### src/rtl/uart_pkt_pkg.sv
// Shared packet-format definitions for the host-bound UART packet link.
// The footer function is also used by the receive side to check packets.
package uart_pkt_pkg;

   localparam int LOC_W  = 10;
   localparam int DATA_W = 8;
   localparam int FTR_W  = 3;
   localparam int PKT_W  = 24;
   localparam logic [2:0] PKT_HDR = 3'b101;

   typedef enum logic [2:0] {
      TX_IDLE,
      TX_START,
      TX_DATA,
      TX_STOP,
      TX_GAP
   } tx_state_t;

   function automatic logic [FTR_W-1:0] calc_footer(input logic [DATA_W-1:0] data,
                                                    input logic [LOC_W-1:0]  loc);
      calc_footer = {^data, ^loc, ^{data[7:4], loc[9:5]}};
   endfunction

endpackage

### src/rtl/uart_tx_byte.sv
// 8N1 byte serializer with a trailing idle gap. A start seen in the last gap
// cycle chains straight into the next start bit with no extra idle.
module uart_tx_byte
   import uart_pkt_pkg::*;
#(
   parameter int BIT_CYC = 160,
   parameter int GAP_CYC = 80
) (
   input  logic       clk,
   input  logic       rst_n,
   input  logic       start,
   input  logic [7:0] byte_in,
   output logic       txd,
   output logic       done
);

   localparam int CNT_MAX = (BIT_CYC > GAP_CYC) ? BIT_CYC : GAP_CYC;
   localparam int CNT_W   = (CNT_MAX > 1) ? $clog2(CNT_MAX) : 1;
   localparam logic [CNT_W-1:0] BIT_LAST = CNT_W'(BIT_CYC - 1);
   localparam logic [CNT_W-1:0] GAP_LAST = CNT_W'((GAP_CYC > 0) ? GAP_CYC - 1 : 0);
   localparam bit NO_GAP = (GAP_CYC == 0);

   tx_state_t        state, state_nxt;
   logic [CNT_W-1:0] baud_cnt;
   logic [2:0]       bit_cnt;
   logic [7:0]       sh, sh_nxt;
   logic             bit_end, gap_end, load;

   assign bit_end = (baud_cnt == BIT_LAST);
   assign gap_end = (baud_cnt == GAP_LAST);

   always_comb begin
      state_nxt = state;
      sh_nxt    = sh;
      load      = 1'b0;
      done      = 1'b0;
      case (state)
         TX_IDLE:  if (start) load = 1'b1;
         TX_START: if (bit_end) state_nxt = TX_DATA;
         TX_DATA: begin
            if (bit_end) begin
               sh_nxt = {1'b1, sh[7:1]};
               if (bit_cnt == 3'd7) state_nxt = TX_STOP;
            end
         end
         TX_STOP: begin
            if (bit_end) begin
               if (NO_GAP) done = 1'b1;
               else        state_nxt = TX_GAP;
            end
         end
         TX_GAP:  if (gap_end) done = 1'b1;
         default: state_nxt = TX_IDLE;
      endcase
      if (done) begin
         state_nxt = TX_IDLE;
         load      = start;
      end
      if (load) begin
         state_nxt = TX_START;
         sh_nxt    = byte_in;
      end
   end

   always_ff @(posedge clk or negedge rst_n) begin
      if (!rst_n) begin
         state    <= TX_IDLE;
         baud_cnt <= '0;
         bit_cnt  <= '0;
         sh       <= '0;
         txd      <= 1'b1;
      end else begin
         state <= state_nxt;
         sh    <= sh_nxt;
         if (state_nxt != state || (state == TX_DATA && bit_end))
            baud_cnt <= '0;
         else if (state != TX_IDLE)
            baud_cnt <= baud_cnt + 1'b1;
         if (state != TX_DATA)
            bit_cnt <= '0;
         else if (bit_end)
            bit_cnt <= bit_cnt + 1'b1;
         // Drive the line from next-state so it changes on the same edge as the FSM.
         case (state_nxt)
            TX_START: txd <= 1'b0;
            TX_DATA:  txd <= sh_nxt[0];
            default:  txd <= 1'b1;
         endcase
      end
   end

endmodule

### src/rtl/uart_packet_tx.sv
// Host-bound packet transmitter: frames {hdr, loc, data, footer} into 24 bits
// and sends it as three 8N1 bytes, MSB byte first.
module uart_packet_tx
   import uart_pkt_pkg::*;
#(
   parameter int FREQ    = 50_000_000,
   parameter int BAUD    = 312_500,
   parameter int GAP_CYC = 80
) (
   input  logic              clk,
   input  logic              rst_n,
   input  logic              pkt_valid,
   output logic              pkt_ready,
   input  logic [LOC_W-1:0]  pkt_loc,
   input  logic [DATA_W-1:0] pkt_data,
   output logic              txd,
   output logic              busy,
   output logic              pkt_done
);

   localparam int BIT_CYC = FREQ / BAUD;

   logic [PKT_W-1:0] pkt_word;
   logic [15:0]      pkt_sr;    // bytes still to send after byte0
   logic [1:0]       byte_idx;
   logic             accept, byte_done, byte_start;
   logic [7:0]       byte_val;

   assign pkt_word   = {PKT_HDR, pkt_loc, pkt_data, calc_footer(pkt_data, pkt_loc)};
   assign pkt_ready  = ~busy;
   assign accept     = pkt_valid & pkt_ready;
   assign byte_start = accept | (byte_done && byte_idx != 2'd2);
   assign byte_val   = accept ? pkt_word[23:16] : pkt_sr[15:8];

   uart_tx_byte #(
      .BIT_CYC (BIT_CYC),
      .GAP_CYC (GAP_CYC)
   ) u_tx_byte (
      .clk     (clk),
      .rst_n   (rst_n),
      .start   (byte_start),
      .byte_in (byte_val),
      .txd     (txd),
      .done    (byte_done)
   );

   always_ff @(posedge clk or negedge rst_n) begin
      if (!rst_n) begin
         pkt_sr   <= '0;
         byte_idx <= '0;
         busy     <= 1'b0;
         pkt_done <= 1'b0;
      end else begin
         pkt_done <= 1'b0;
         if (accept) begin
            pkt_sr   <= pkt_word[15:0];
            byte_idx <= '0;
            busy     <= 1'b1;
         end else if (byte_done) begin
            if (byte_idx == 2'd2) begin
               byte_idx <= '0;
               busy     <= 1'b0;
               pkt_done <= 1'b1;
            end else begin
               pkt_sr   <= {pkt_sr[7:0], 8'h00};
               byte_idx <= byte_idx + 1'b1;
            end
         end
      end
   end

endmodule

### config.mk
export PLATFORM = sky130hd
export DESIGN_NAME = uart_packet_tx
export DESIGN_NICKNAME = d
export VERILOG_FILES = /design/src/rtl/uart_pkt_pkg.sv /design/src/rtl/uart_tx_byte.sv /design/src/rtl/uart_packet_tx.sv
export SDC_FILE = /design/constraint.sdc
export NUM_CORES = 1
export LEC_CHECK = 0
export ABC_AREA = 0
export CAP_MARGIN = 20
export CORE_MARGIN = 10
export CORE_UTILIZATION = 60
export CTS_CLUSTER_DIAMETER = 120
export DETAILED_ROUTE_END_ITERATION = 8
export PLACE_DENSITY = 0.95
export SYNTH_ARGS = -nofsm -noshare
export SYNTH_HDL_FRONTEND = slang
export SYNTH_SLANG_ARGS = --single-unit
### constraint.sdc
create_clock -name clk -period 5.6 [get_ports clk]
set_input_delay 1.12 -clock clk [delete_from_list [all_inputs] [get_ports clk]]
set_output_delay 1.12 -clock clk [all_outputs]
set_load 0.01 [all_outputs]
==> results of run 1 <==
-- placed cells by master, fill, tap and decap left out, types with 2 or more instances in the layout --
| cell type | synthesis | routed |
|---|---|---|
| a22o_1 | 7 | 7 |
| mux2i_1 | 5 | 5 |
| nand3b_1 | 3 | 3 |
| nand2b_1 | 2 | 2 |
| clkbuf_8 | 0 | 7 |
| and3_1 | 4 | 4 |
| nor3_2 | 2 | 2 |
| a31oi_1 | 9 | 9 |
| a221o_1 | 4 | 4 |
| nor2_1 | 26 | 26 |
| nor2_2 | 3 | 3 |
| nand4_1 | 2 | 2 |
| dfrtp_1 | 42 | 42 |
| clkdlybuf4s50_1 | 0 | 23 |
| ha_1 | 3 | 3 |
| a21oi_1 | 8 | 8 |
| xnor2_1 | 20 | 20 |
| nor2b_1 | 2 | 2 |
| inv_1 | 3 | 3 |
| xor2_1 | 6 | 6 |
| mux2_2 | 2 | 2 |
| or3_1 | 2 | 2 |
| o21ai_0 | 5 | 5 |
| nand2_1 | 29 | 29 |
-- how the worst max path moves through the flow --
| stage | slack [ps] | cells past startpoint | from | endpoint |
|---|---|---|---|---|
| 2_1_floorplan | 3250 | 6 | pkt_valid | u_tx_byte.sh[1] |
| 3_3_place_gp | 2670 | 7 | pkt_valid | u_tx_byte.sh[4] |
| 3_5_place_dp | 2610 | 7 | pkt_valid | u_tx_byte.sh[1] |
| 4_1_cts | 2910 | 7 | pkt_valid | u_tx_byte.baud_cnt[4] |
| 5_1_grt | 2790 | 7 | pkt_valid | u_tx_byte.baud_cnt[6] |
| 6_report | 2900 | 7 | pkt_valid | u_tx_byte.baud_cnt[4] |
-- cell usage after synthesis (2+ instances only) --
master	count
dfrtp_1	42
nand2_1	29
nor2_1	26
xnor2_1	20
a31oi_1	9
a21oi_1	8
a22o_1	7
xor2_1	6
buf_2	5
mux2i_1	5
o21ai_0	5
a221o_1	4
and3_1	4
clkbuf_1	4
ha_1	3
inv_1	3
nand3b_1	3
nor2_2	3
mux2_2	2
nand2b_1	2
nand4_1	2
nor2b_1	2
nor3_2	2
or3_1	2
-- sequential cells by signal (all words and copies together) (netlist names) --
register and count:
u_tx_byte.state 3, busy 1, byte_idx 2, u_tx_byte.baud_cnt 8, u_tx_byte.txd 1, pkt_done 1, u_tx_byte.bit_cnt 3, pkt_sr 16
u_tx_byte.sh 8
-- logic make-up after synthesis --
family / synth area share (%)
AOI/OAI and AO/OA: 13.2
muxes: 3.23
adders and majority gates: 1.67
DFF: 48.0
xor gates and xnor gates: 10.1
buffers and inverters: 2.79
and+or+nand+nor: 21.0
-- final cells by class --
cell class / instances / area share (%)
Tap cell: 48 / 2.31
Clock buffer: 8 / 3.86
Inverter: 3 / 0.434
Multi-Input combinational cell: 165 / 42.6
Sequential cell: 43 / 41.5
Timing Repair Buffer: 25 / 9.35
-- per-stage QoR --
step	cells	power, mW	setup slack, ps	cell area [sq um]	hold slack, ps
6_report	292	0.612	2900	2600	504
4_1_cts	292	0.616	2910	2600	507
3_3_place_gp	284	0.403	2670	2500	467
5_1_grt	292	0.634	2790	2600	516
2_1_floorplan	221	0.374	3250	2240	450
3_5_place_dp	284	0.405	2610	2500	482
-- worst max-delay path, cell delays in order --
cell and delay (ps):
clkdlybuf4s50_1 410, nor2b_1 130, buf_4 220, o211ai_1 290
a21oi_4 100, nand4bb_1 420, nor2_1 220
-- per-layer routing --
layer,wire length [um],vias to the layer above
li1,-,808
met1,1960,811
met2,2310,43
met3,157,6
met4,74,0
met5,0,-
-- where the power goes --
part           internal, mW  leakage, nW  switching [mW]
combinational        0.0370        0.530          0.0309
sequential            0.324        0.537         0.00750
clock                 0.112       0.0515           0.100
==> qor.txt, run 1 <==
final worst path period share = 48.2%
busiest grt layer = met2
I/O pins = 25
register area share after synthesis = 48.0%
Worst Hold Depth = 2
final critical-path required period = 2700 ps
port buffer count = 24
R2R depth = 6
vias in the first global route = 1709
root buf cell = clkbuf_8
area leader, netlist = dfrtp_1
CTS sink cnt = 43
CP Data Required Time = 5820 ps
status = finished clean
setup bufs post-CTS = 0
Max Freq = 0.371 GHz
hold path startpoint = pkt_sr[0]
Std-Cell Rows = 22
ant diodes = 0
clk_lat worst skew = 300 ps
Syn Inst Count = 221
maximum VDD drop = 0.000149 V
Pwr per Cell Area = 236 nW/um^2
Slew HR = 37.4%
unrepaired setup endpoints after global routing = no
top post-synthesis cells by area = dfrtp_1, xnor2_1, nand2_1
Layout fillers = 277
EDFF count, synth = 0
initial DRC count = 141
RR Startpoint = u_tx_byte.baud_cnt[0]
Global Route met1 Usage = 16.4%
async set-reset flop share out of synthesis = 100%
Nets = 267
hold endpoint = pkt_sr[0]
Worst-Margin Slew = 939 ps
largest net degree at the start of global routing = 44
Multi-input gate area = 1100 sq um
Mapped Nets = 245
Final Wtd Congestion = 0.835
DIE AREA = 6590 sq um
TNS Setup = 0 ps
total CTS buffers = 5
Routed wire per std cell = 15.4 um
hold crit path type = reg2reg
leakage power figure = 1.12 nW
share of the synthesized area in the top cell type = 46.8%
clock buffer depth = 2
Final Hold Fails = 0
Crit Reg-Reg Endpoint = u_tx_byte.txd
CTS Hold Bufs = 0
share of post-route cells with drive strength above 1 = 9.84%
setup violators final = 0
Arrival @ worst endpoint = 2920 ps
Reg area = 1080 sq um
Syn Area/Cell = 10.2 sq um
Final HPWL DP = 3.25 mm
Initial Util = 61.8%
post-DR vias/cell = 5.71
M3 GR Usage = 4.08%
Critical Path Source Type = input pin
htree depth = 2
CP max FO = 26
total number of vias = 1668
final core utilization = 71.5%
first-pass GRT wire length = 7.50 mm
Post-Syn Area = 2240 sq um
CP endpoint kind = flop
skew final = 3.93 ps
grt total ovfl = 0
Total Routed Length = 4.50 mm
TritonCTS clock tree = built
area grow syn2layout = 15.7%
die height = 81.2 um
path type of the worst setup path = in2reg
Max Cap Violations = 0
cts repair resizes = 0
Synth Register Bits = 43
initial antenna violation count = 0
overall die width = 81.2 um
Clock Pin Slew Worst Setup and Hold Paths = 70 ps
reg2reg setup slack = 3390 ps
core area = 3630 sq um
drt first pass iters = 4
Antenna Nets Post-Route = 0
met2 GRT Util = 24.6%
yosys warns = 0
DR DRC count = 0
final slew viol count = 0
GRT Overall Usage = 14.4%
ys flop type = dfrtp_1
Synth cell types = 47
Note: power is estimated with default switching activity, not from simulation.
==> inputs of run 2 (changes only) <==
--- a/config.mk
+++ b/config.mk
@@ -8,10 +8,10 @@
 export ABC_AREA = 0
 export CAP_MARGIN = 20
 export CORE_MARGIN = 10
-export CORE_UTILIZATION = 60
+export CORE_UTILIZATION = 50
 export CTS_CLUSTER_DIAMETER = 120
 export DETAILED_ROUTE_END_ITERATION = 8
-export PLACE_DENSITY = 0.95
+export PLACE_DENSITY = 0.86
 export SYNTH_ARGS = -nofsm -noshare
 export SYNTH_HDL_FRONTEND = slang
 export SYNTH_SLANG_ARGS = --single-unit
==> constraint.sdc (replaced) <==
create_clock -name clk -period 2.4 [get_ports clk]
set_input_delay 0.48 -clock clk [delete_from_list [all_inputs] [get_ports clk]]
set_output_delay 0.48 -clock clk [all_outputs]
set_load 0.01 [all_outputs]
==> run 2 against run 1 <==
  * Combinational power is 130% higher
  * Setup slack got worse by 2600 ps
  * First-iteration DRC count fell by 35%
  * Design area rose by 1.6%
  * Total power grew 130%
  * Global-route usage fell by 1.9 points
  * Clock power grew 130%
  * Largest cell class unchanged
==> qor.txt, run 2 (same netlist as run 1, synthesis figures left out) <==
hold crit path type = in2async
total number of vias = 1679
Logic pwr share = 11.0%
Nets = 272
CP max FO = 7
clock buffer depth = 2
I/O pins = 25
most frequent cells in the layout = dfrtp_1, nand2_1, nor2_1
final core utilization = 60.6%
Bufs and invs on worst path = 0
root buf cell = clkbuf_8
skew final = 9.00 ps
setup bufs post-CTS = 0
worst hold slack = 86.1 ps
CP endpoint kind = flop
Critical Path Source Type = flop
maximum VDD drop = 0.000496 V
Clock Pin Slew Worst Setup and Hold Paths = 80 ps
Initial Util = 51.6%
core area = 4350 sq um
status = finished clean
critical path's slowest cell = dfrtp_1
register name with the most flops = pkt_sr
leakage power figure = 1.14 nW
drt first pass iters = 4
Final HPWL DP = 3.31 mm
cts repair resizes = 0
overall die width = 87 um
largest net degree at the start of global routing = 28
TritonCTS clock tree = built
first-pass GRT wire length = 7.74 mm
CP Data Required Time = 2620 ps
Std-Cell Rows = 24
Largest register FFs = 16
Routed wire per std cell = 14.7 um
path type of the worst setup path = reg2reg
Layout fillers = 337
setup violators final = 0
Pwr per Cell Area = 539 nW/um^2
reg2reg setup slack = 260 ps
initial DRC count = 91
Final Hold Fails = 0
R2R depth = 6
Crit Reg-Reg Endpoint = u_tx_byte.txd
Slew HR = 71.0%
initial antenna violation count = 0
Cell Area, Placed = 2540 sq um
DR DRC count = 0
Final Power = 1.42 mW
Worst-Margin Slew = 434 ps
Total Routed Length = 4.44 mm
final slew viol count = 0
clk_lat worst skew = 290 ps
CTS Hold Bufs = 0
unrepaired setup endpoints after global routing = no
Multi-input gate area = 1100 sq um
RR Startpoint = u_tx_byte.baud_cnt[0]
crit-path cells = ha_1, nand4b_4, nor3_2, mux2i_1, or3b_1, mux2_2
Arrival @ worst endpoint = 2350 ps
Max Freq = 0.468 GHz
final worst path period share = 89.0%
CP top delay family = simple AND/OR/NAND/NOR gates
Final Wtd Congestion = 0.768
clock share of power = 34.6%
die height = 87 um
Flop pwr share = 54.4%
vias in the first global route = 1698
post-DR vias/cell = 5.58
Reg area = 1080 sq um
port buffer count = 24
most common cell after layout, fill and taps aside = dfrtp_1
htree depth = 2
area grow syn2layout = 17.6%
DIE AREA = 7570 sq um
total CTS buffers = 5
Antenna Nets Post-Route = 0
CTS sink cnt = 43
grt total ovfl = 0
Max Cap Violations = 0
Sw Pwr = 0.316 mW
GRT Overall Usage = 12.5%
largest registers = pkt_sr (16), u_tx_byte.baud_cnt (8), u_tx_byte.sh (8)
switching part of the total power = 22.3%
share of post-route cells with drive strength above 1 = 11.6%
cell internal pwr = 1.10 mW
ant diodes = 0
final critical-path required period = 2140 ps
TNS Setup = 0 ps
Worst path max stage delay = 400 ps
post-route cell area = 2640 sq um
==> run 2: worst max path at each step <==
stage,startpoint,cells after the start,endpoint
after CTS,u_tx_byte.baud_cnt[0],6,u_tx_byte.txd
after detailed placement,pkt_valid,7,u_tx_byte.sh[0]
after global routing,u_tx_byte.baud_cnt[0],6,u_tx_byte.txd
final,u_tx_byte.baud_cnt[0],6,u_tx_byte.txd
after global placement,pkt_valid,7,u_tx_byte.sh[0]
after floorplan,u_tx_byte.baud_cnt[0],6,u_tx_byte.txd
==> run 2: power groups by stage <==
stage | Clock, mW | Combinational (mW) | Sequential (mW)
finish | 0.492 | 0.156 | 0.773
CTS | 0.500 | 0.159 | 0.772
global route | 0.538 | 0.175 | 0.777
global placement | 0 | 0.154 | 0.785
floorplan | 0 | 0.0923 | 0.781
detailed placement | 0 | 0.159 | 0.786
==> run 2: metrics by stage <==
stage | worst slack (ps) | instances
floorplan | 474 | 221
global placement | 265 | 293
detailed placement | 208 | 293
CTS | 259 | 301
global route | 165 | 301
finish | 264 | 301
==> run 2: layout make-up <==
cell class                      count  share of cell area, %
Inverter                            3                  0.427
Timing Repair Buffer               30                   10.6
Tap cell                           52                   2.47
Sequential cell                    43                   40.8
Multi-Input combinational cell    165                   41.9
Clock buffer                        8                   3.79
==> run 2: per-layer routing <==
metal | track usage [%] | vias up | routed length, um
li1 | - | 821 | -
met4 | 5.89 | 0 | 83
met2 | 20.4 | 34 | 2160
met1 | 14.8 | 815 | 2010
met5 | 0 | - | 0
met3 | 3.37 | 9 | 179
==> inputs of run 3 (changes only) <==
--- a/config.mk
+++ b/config.mk
@@ -11,6 +11,7 @@
 export CORE_UTILIZATION = 50
 export CTS_CLUSTER_DIAMETER = 120
 export DETAILED_ROUTE_END_ITERATION = 8
+export GPL_TIMING_DRIVEN = 0
 export PLACE_DENSITY = 0.86
 export SYNTH_ARGS = -nofsm -noshare
 export SYNTH_HDL_FRONTEND = slang
==> run 3 against run 2 <==
  * Design area up 1.7%
  * Maximum frequency is 0.42% lower
  * Total power rose by 6.2%
==> qor.txt, run 3 (same netlist as run 1, synthesis figures left out) <==
TritonCTS clock tree = built
maximum VDD drop = 0.000369 V
status = finished clean
total CTS buffers = 5
leakage power figure = 1.17 nW
Cell Area, Placed = 2560 sq um
Layout fillers = 332
share of post-route cells with drive strength above 1 = 12.2%
final slew viol count = 0
vias in the first global route = 1675
worst hold slack = 72.5 ps
most frequent cells in the layout = dfrtp_1, nand2_1, nor2_1
CP Data Required Time = 2620 ps
skew final = 6.51 ps
GRT Overall Usage = 12.8%
clock buffer depth = 2
final critical-path required period = 2150 ps
CTS sink cnt = 43
initial antenna violation count = 0
Nets = 277
Max Freq = 0.466 GHz
setup bufs post-CTS = 0
unrepaired setup endpoints after global routing = no
CP max FO = 10
Clock Pin Slew Worst Setup and Hold Paths = 80 ps
CP endpoint kind = flop
post-route cell area = 2680 sq um
Final Wtd Congestion = 0.824
Std-Cell Rows = 24
Arrival @ worst endpoint = 2370 ps
I/O pins = 25
root buf cell = clkbuf_8
cts repair resizes = 0
Slew HR = 56.1%
port buffer count = 24
register name with the most flops = pkt_sr
Antenna Nets Post-Route = 0
htree depth = 2
Final Power = 1.51 mW
final core utilization = 61.6%
first-pass GRT wire length = 7.87 mm
post-DR vias/cell = 5.45
most common cell after layout, fill and taps aside = dfrtp_1
Total Routed Length = 4.51 mm
largest registers = pkt_sr (16), u_tx_byte.baud_cnt (8), u_tx_byte.sh (8)
setup violators final = 0
Final HPWL DP = 3.38 mm
Worst-Margin Slew = 658 ps
DR DRC count = 0
Max Cap Violations = 0
ant diodes = 0
overall die width = 87 um
Final Hold Fails = 0
TNS Setup = 0 ps
die height = 87 um
final worst path period share = 89.4%
largest net degree at the start of global routing = 32
area grow syn2layout = 19.5%
Routed wire per std cell = 14.7 um
core area = 4350 sq um
Critical Path Source Type = input pin
initial DRC count = 59
Largest register FFs = 16
drt first pass iters = 4
clk_lat worst skew = 300 ps
total number of vias = 1669
hold crit path type = in2async
Pwr per Cell Area = 562 nW/um^2
path type of the worst setup path = in2reg
Initial Util = 51.6%
grt total ovfl = 0
CTS Hold Bufs = 0
DIE AREA = 7570 sq um
## run 3: cell count changes in the layout (fill, tap and decap cells not counted)
cell | previous run | this run
bufinv_16 | 0 | 1
buf_6 | 0 | 1
clkinv_2 | 0 | 1
clkbuf_1 | 1 | 4
buf_4 | 6 | 0
buf_12 | 0 | 1
clkbuf_8 | 7 | 6
buf_2 | 1 | 6
## run 3: path summary, 6_finish.rpt
| kind | from | endpoint | slack [ps] | cells past startpoint |
|---|---|---|---|---|
| setup / recovery | pkt_valid | pkt_sr[9] | 250 | 7 |
| min in group clk | pkt_sr[0] | pkt_sr[0] | 490 | 2 |
| max in group asynchronous | rst_n | busy | 1870 | 2 |
| setup reg to reg | u_tx_byte.baud_cnt[0] | u_tx_byte.txd | 280 | 6 |
| hold reg to reg | pkt_sr[0] | pkt_sr[0] | 490 | 2 |
| hold / removal | rst_n | u_tx_byte.state[1] | 70 | 1 |
## run 3: critical path: stages
cell and delay [ps]:
clkdlybuf4s50_1 490, nor2b_1 130, clkbuf_1 310, buf_2 290, clkbuf_1 360, nand2_1 130
a31oi_1 170
## run 3: per-layer routing
metal | global-route usage (%) | wire length (um) | part of all wire [%] | vias to the layer above
met3 | 3.28 | 139 | 3.1 | 7
met5 | 0 | 0 | 0 | -
li1 | - | - | - | 829
met1 | 15.4 | 1940 | 43 | 803
met4 | 5.74 | 85 | 1.9 | 0
met2 | 21.1 | 2350 | 52 | 30
## run 3: cell type report
class | instances | area, sq um | share of cell area (%)
flip-flops and latches | 43 | 1080 | 40.2
inverters | 3 | 11.3 | 0.420
multi-input cells | 165 | 1100 | 41.2
well taps | 52 | 65.1 | 2.43
plain buffers | 10 | 51.3 | 1.91
repair buffers | 25 | 255 | 9.51
clock inverters | 2 | 35.0 | 1.31
clock buffers | 6 | 82.6 | 3.08
## run 3: power breakdown
group | leakage [nW] | internal [mW] | switching (mW)
logic | 0.569 | 0.0896 | 0.0729
registers | 0.537 | 0.755 | 0.0177
clock network | 0.0612 | 0.336 | 0.237
total | 1.17 | 1.18 | 0.328
## run 3: per-stage QoR
stage	instances	worst slack, ps
after floorplan	221	474
after global placement	297	-207
after detailed placement	298	-38.9
after CTS	306	249
after global routing	306	35.2
final	306	254
